==> src/rtl/skolem_xor_stream_if.sv <==
// Stream bundle for skolem_xor_stream: X input handshake and Y output handshake.
interface skolem_xor_stream_if #(
    parameter int unsigned NUM_IN  = 8,
    parameter int unsigned NUM_OUT = 8
);
    logic               in_valid;
    logic               in_ready;
    logic [NUM_IN-1:0]  in_x;
    logic               out_valid;
    logic               out_ready;
    logic [NUM_OUT-1:0] out_y;

    modport master (
        output in_valid,
        output in_x,
        output out_ready,
        input  in_ready,
        input  out_valid,
        input  out_y
    );

    modport slave (
        input  in_valid,
        input  in_x,
        input  out_ready,
        output in_ready,
        output out_valid,
        output out_y
    );
endinterface

==> src/rtl/skolem_xor_stream.sv <==
// Streaming Skolem generator for XOR-parity specs: folds parity(X) CHUNK bits per cycle and emits
// Y with parity(X)^parity(Y)==TARGET. Define SKOLEM_SELFCHECK_EN to add the output self-check.
module skolem_xor_stream #(
    parameter int unsigned NUM_IN  = 8,
    parameter int unsigned NUM_OUT = 8,
    parameter int unsigned CHUNK   = 4,
    parameter int unsigned TARGET  = 1,
    parameter int unsigned MODE    = 0,
    parameter int unsigned CNT_W   = 16
) (
    input  logic               clk,
    input  logic               rst,
    skolem_xor_stream_if.slave bus,
    output logic               busy,
    output logic [CNT_W-1:0]   sample_cnt
`ifdef SKOLEM_SELFCHECK_EN
    ,
    output logic               chk_err,
    output logic [7:0]         err_cnt
`endif
);
    localparam int unsigned NCH   = (NUM_IN + CHUNK - 1) / CHUNK;
    localparam int unsigned PAD_W = NCH * CHUNK;
    localparam int unsigned IDX_W = (NCH > 1) ? $clog2(NCH) : 1;
    localparam logic [IDX_W-1:0] LAST_IDX  = IDX_W'(NCH - 1);
    localparam logic [15:0]      LFSR_SEED = 16'hACE1;
    // Galois taps for x^16+x^14+x^13+x^11+1, right-shifting form
    localparam logic [15:0]      LFSR_TAPS = 16'hB400;
    localparam logic             TGT       = TARGET[0];

    typedef enum logic [1:0] {StIdle, StFold, StEmit} state_e;

    state_e             state_q;
    logic [PAD_W-1:0]   x_q;
    logic               acc_q;
    logic [IDX_W-1:0]   idx_q;
    logic [NUM_OUT-1:0] out_y_q;
    logic               out_valid_q;
    logic               in_ready_q;
    logic               busy_q;
    logic [CNT_W-1:0]   cnt_q;
    logic [15:0]        lfsr_q;

    logic [CHUNK-1:0]   chunk;
    logic               acc_fold;
    logic [NUM_OUT-2:0] free_bits;
    logic [NUM_OUT-1:0] y_fold;
    logic [15:0]        lfsr_next;

    // X is stored zero-padded to a whole number of chunks
    assign chunk     = x_q[idx_q * CHUNK +: CHUNK];
    assign acc_fold  = acc_q ^ (^chunk);
    assign free_bits = (MODE == 0) ? '1 : lfsr_q[NUM_OUT-2:0];
    assign y_fold    = {free_bits, TGT ^ acc_fold ^ (^free_bits)};
    assign lfsr_next = {1'b0, lfsr_q[15:1]} ^ (lfsr_q[0] ? LFSR_TAPS : 16'h0000);

`ifdef SKOLEM_SELFCHECK_EN
    logic       chk_err_q;
    logic [7:0] err_cnt_q;
    logic       chk_par;

    // Recomputed from the stored X and the emitted Y, independent of acc_q
    assign chk_par = (^x_q) ^ (^out_y_q);
    assign chk_err = chk_err_q;
    assign err_cnt = err_cnt_q;
`endif

    always_ff @(posedge clk or posedge rst) begin
        if (rst) begin
            state_q     <= StIdle;
            x_q         <= '0;
            acc_q       <= 1'b0;
            idx_q       <= '0;
            out_y_q     <= '0;
            out_valid_q <= 1'b0;
            in_ready_q  <= 1'b1;
            busy_q      <= 1'b0;
            cnt_q       <= '0;
            lfsr_q      <= LFSR_SEED;
`ifdef SKOLEM_SELFCHECK_EN
            chk_err_q   <= 1'b0;
            err_cnt_q   <= 8'h00;
`endif
        end else begin
            unique case (state_q)
                StIdle: begin
                    if (bus.in_valid) begin
                        x_q        <= PAD_W'(bus.in_x);
                        acc_q      <= 1'b0;
                        idx_q      <= '0;
                        in_ready_q <= 1'b0;
                        busy_q     <= 1'b1;
                        state_q    <= StFold;
                    end
                end
                StFold: begin
                    acc_q <= acc_fold;
                    idx_q <= idx_q + 1'b1;
                    if (idx_q == LAST_IDX) begin
                        out_y_q     <= y_fold;
                        out_valid_q <= 1'b1;
                        state_q     <= StEmit;
                    end
                end
                StEmit: begin
                    if (bus.out_ready) begin
                        out_valid_q <= 1'b0;
                        in_ready_q  <= 1'b1;
                        busy_q      <= 1'b0;
                        cnt_q       <= cnt_q + 1'b1;
                        lfsr_q      <= lfsr_next;
                        state_q     <= StIdle;
`ifdef SKOLEM_SELFCHECK_EN
                        if (chk_par != TGT) begin
                            chk_err_q <= 1'b1;
                            if (err_cnt_q != 8'hFF) err_cnt_q <= err_cnt_q + 8'h01;
                        end
`endif
                    end
                end
                default: state_q <= StIdle;
            endcase
        end
    end

    assign bus.in_ready  = in_ready_q;
    assign bus.out_valid = out_valid_q;
    assign bus.out_y     = out_y_q;
    assign busy          = busy_q;
    assign sample_cnt    = cnt_q;
endmodule

==> src/flat_wrapper.sv <==
// flat-port wrapper written by rule: the top's interface ports become plain ports
module skolem_xor_stream_flat 
#(
    parameter int unsigned NUM_IN  = 8,
    parameter int unsigned NUM_OUT = 8,
    parameter int unsigned CHUNK   = 4,
    parameter int unsigned TARGET  = 1,
    parameter int unsigned MODE    = 0,
    parameter int unsigned CNT_W   = 16
)
  (clk, rst, busy, sample_cnt, bus_in_valid, bus_in_x, bus_out_ready, bus_in_ready, bus_out_valid, bus_out_y);
  skolem_xor_stream_if #(.NUM_IN(NUM_IN), .NUM_OUT(NUM_OUT)) bus_i ();
  input  logic clk;
  input  logic rst;
  output logic busy;
  output logic [CNT_W-1:0] sample_cnt;
  input wire logic [$bits(bus_i.in_valid)-1:0] bus_in_valid;
  input wire logic [$bits(bus_i.in_x)-1:0] bus_in_x;
  input wire logic [$bits(bus_i.out_ready)-1:0] bus_out_ready;
  output wire logic [$bits(bus_i.in_ready)-1:0] bus_in_ready;
  output wire logic [$bits(bus_i.out_valid)-1:0] bus_out_valid;
  output wire logic [$bits(bus_i.out_y)-1:0] bus_out_y;
  assign bus_i.in_valid = bus_in_valid;
  assign bus_i.in_x = bus_in_x;
  assign bus_i.out_ready = bus_out_ready;
  assign bus_in_ready = bus_i.in_ready;
  assign bus_out_valid = bus_i.out_valid;
  assign bus_out_y = bus_i.out_y;
  skolem_xor_stream #(.NUM_IN(NUM_IN), .NUM_OUT(NUM_OUT), .CHUNK(CHUNK), .TARGET(TARGET), .MODE(MODE), .CNT_W(CNT_W)) u_core (.clk(clk), .rst(rst), .bus(bus_i), .busy(busy), .sample_cnt(sample_cnt));
endmodule
==> config.mk <==
export PLATFORM = sky130hd
export DESIGN_NAME = skolem_xor_stream_flat
export DESIGN_NICKNAME = d
export VERILOG_FILES = /design/src/rtl/skolem_xor_stream_if.sv /design/src/rtl/skolem_xor_stream.sv /design/src/flat_wrapper.sv
export SDC_FILE = /design/constraint.sdc
export NUM_CORES = 1
export LEC_CHECK = 0
export ABC_CLOCK_PERIOD_IN_PS = 1700
export BUFFER_PORTS_ARGS = -buffer_cell sky130_fd_sc_hd__buf_2
export CORE_UTILIZATION = 40
export DETAILED_ROUTE_END_ITERATION = 10
export PLACE_DENSITY = 0.62
export REMOVE_ABC_BUFFERS = 1
export SLEW_MARGIN = 20
export SYNTH_ARGS = -nofsm -noshare
export SYNTH_HDL_FRONTEND = slang
export SYNTH_SLANG_ARGS = --single-unit
export TNS_END_PERCENT = 1
==> constraint.sdc <==
create_clock -name clk -period 1.7 [get_ports clk]
set_input_delay 0.34 -clock clk [delete_from_list [all_inputs] [get_ports clk]]
set_output_delay 0.34 -clock clk [all_outputs]
set_load 0.02 [all_outputs]
==> run metrics <==
Die Height=64.76 µm; DRT Wirelength=2830 µm; Routed Antenna Nets=0; Avg Vias per Cell=4.834; GRT overflow=0; Fin. Hold Viols=0; fin crit share=0.9291; DR iter-0 viols=72; WHS=0.1356 ns; Initial Util=0.4239; worst-skew pair later-pin latency=0.28 ns; Mapped Area=1575 µm²; Post-DP Area=1805 µm²; crit-path max FO=5; Setup TNS=0 ns; layout cell share with drive strength beyond 1=0.3812; DIE WIDTH=64.76 µm; DRC=0; sequential fraction of the synthesis area=0.5250; first-pass GRT wire length=5112 µm; Leakage=0.9364 nW; total core area=3716 µm²; Pins Over Slew Limit=0; Mapped Avg Cell Area=11.41 µm²; max-cap check violation count=0; outcome=completed; Site Rows=22; clock sinks=33; Yosys Warn Count=0; number of placed I/O pins=39; Worst Setup Path Type=flip-flop to flip-flop; pin count of the biggest net entering global routing=34; via count=1107; pre-CTS WS=0.08574 ns; final instance area=1888 µm²; Diodes inserted=0; worst r2r path cells=5; Power Dens Cells=1483 nW/µm²; Netlist cell types=31; clk root buf=clkbuf_8; synth-to-layout area growth=19.86%; routed len/inst=12.36 µm; cell count after synthesis=138; fillers=353; DP HPWL=2081 µm; type of the worst min-delay path=input port to asynchronous set/reset pin; GR Util All Layers=0.1610; CTS max path bufs=2; routability cong.=0.8078; final setup violation count=0; most common cell after layout, fill and taps aside=buf_2; clock skew=0.005994 ns; CP Capture Type=flip-flop; Max VDD drop=0.0006169 V; clk slew on worst S/H paths=0.06 ns; Least-Margin Pin Slew=0.4082 ns; Req. time, crit path=1.90 ns; H-tree levels=2; initial antenna violation count=0; vias in the first global route=1198; nets=193; CTS tree=yes; DRT Pass-1 Iters=4; most frequent cells in the layout=buf_2 (38), dfrtp_1 (30), nand2_1 (14); Die Area=4193 µm²; Util after Layout=0.5081; Worst Slack Setup Final=0.1205 ns; Peak Freq=633.1 MHz; Worst Setup Start Kind=flip-flop; Port Buffer Count=38; Critical Path AT=1.78 ns; final worst path period need=1.580 ns; Synth Register Bits=33; Num CTS Buffers=5; RSZ-0062 raised after global routing=false; max_slew headroom=0.7279
[area by class of cell]
cell class                 count  area (µm²)  area share
clock buffer                   8       80.08     0.04241
tap                           48       60.06     0.03181
multi-input combinational     91       668.1      0.3539
sequential                    33       829.5      0.4394
timing repair buffer          43       227.7      0.1206
inverter                       6       22.52     0.01193
[registers in the layout, indices dropped and copies added, names as in the netlist]
signal and count:
u_core.acc_q 1, u_core.x_q 8, u_core.bus.out_valid 1, u_core.sample_cnt 16, u_core.bus.in_ready 1, u_core.state_q 2
u_core.bus.out_y 2, u_core.idx_q 1, u_core.busy 1
[worst max-delay path, stage by stage (launching register included)]
cell	delay [ns]
dfrtp_2	0.41
ha_1	0.19
nand3_1	0.09
or4_4	0.51
nor2_1	0.15
xor2_1	0.15
[cell usage after synthesis, drive strengths merged]
cell	number	area share
a21oi	6	0.019
and3	1	0.0040
and3b	1	0.0064
and4	1	0.0056
buf	8	0.037
dfrtp	32	0.51
dfstp	1	0.017
ha	1	0.0079
inv	6	0.014
mux2	10	0.071
mux2i	2	0.013
nand2	14	0.033
nand2b	3	0.017
nand3	4	0.013
nand3b	1	0.013
nand4	4	0.025
nor2	11	0.028
nor2b	2	0.0079
nor3	2	0.0064
o21a	1	0.0048
o21ai	3	0.0095
o31ai	2	0.0095
o41ai	1	0.0056
or4	2	0.014
xnor2	11	0.066
xor2	8	0.044
[logic make-up (layout without fill, tap and decap cells)]
logic type | after synthesis | in the layout | share of synthesized area
adder cells (fa/ha/maj) | 1 | 1 | 0.007942
multiplexers | 12 | 12 | 0.08420
buffers and inverters | 14 | 57 | 0.05083
XOR/XNOR | 19 | 19 | 0.1104
AND/OR/NAND/NOR | 46 | 46 | 0.1732
AO/OA/AOI/OAI | 13 | 13 | 0.04845
flip-flops | 33 | 33 | 0.5250
[metal layers]
metal | GRT usage | part of all wire | vias up
met1 | 0.1944 | 0.46 | 534
met5 | 0 | 0 | -
met4 | 0.06111 | 0 | 0
li1 | - | - | 541
met2 | 0.2630 | 0.49 | 32
met3 | 0.05458 | 0.049 | 0
[power by group]
part,switching (mW),internal [mW]
Clock,0.255,0.290
Sequential,0.216,1.02
Combinational,0.519,0.502
[per-stage QoR]
stage	power (mW)	instances
after floorplan	1.938	130
after global placement	2.224	221
after detailed placement	2.263	221
after CTS	2.824	229
after global routing	3.025	229
final	2.800	229
[path summary, 6_finish.rpt]
check / startpoint / to / slack, ns
worst max-delay path: u_core.sample_cnt[0] / u_core.sample_cnt[12] / 0.12
worst min-delay path: rst / u_core.bus.out_valid / 0.14
worst max register to register: u_core.sample_cnt[0] / u_core.sample_cnt[12] / 0.12
worst min register to register: u_core.sample_cnt[15] / u_core.sample_cnt[15] / 0.47
max in group asynchronous: rst / u_core.bus.in_ready / 1.24
min in group clk: bus_in_x[3] / u_core.x_q[3] / 0.29
[what timing repair did]
action	4_1_cts	5_1_grt
hold buffers	0	0
setup buffers	0	0
resized for setup	0	2
setup endpoints to repair	0	3
Power figures use the tool's default switching activity.
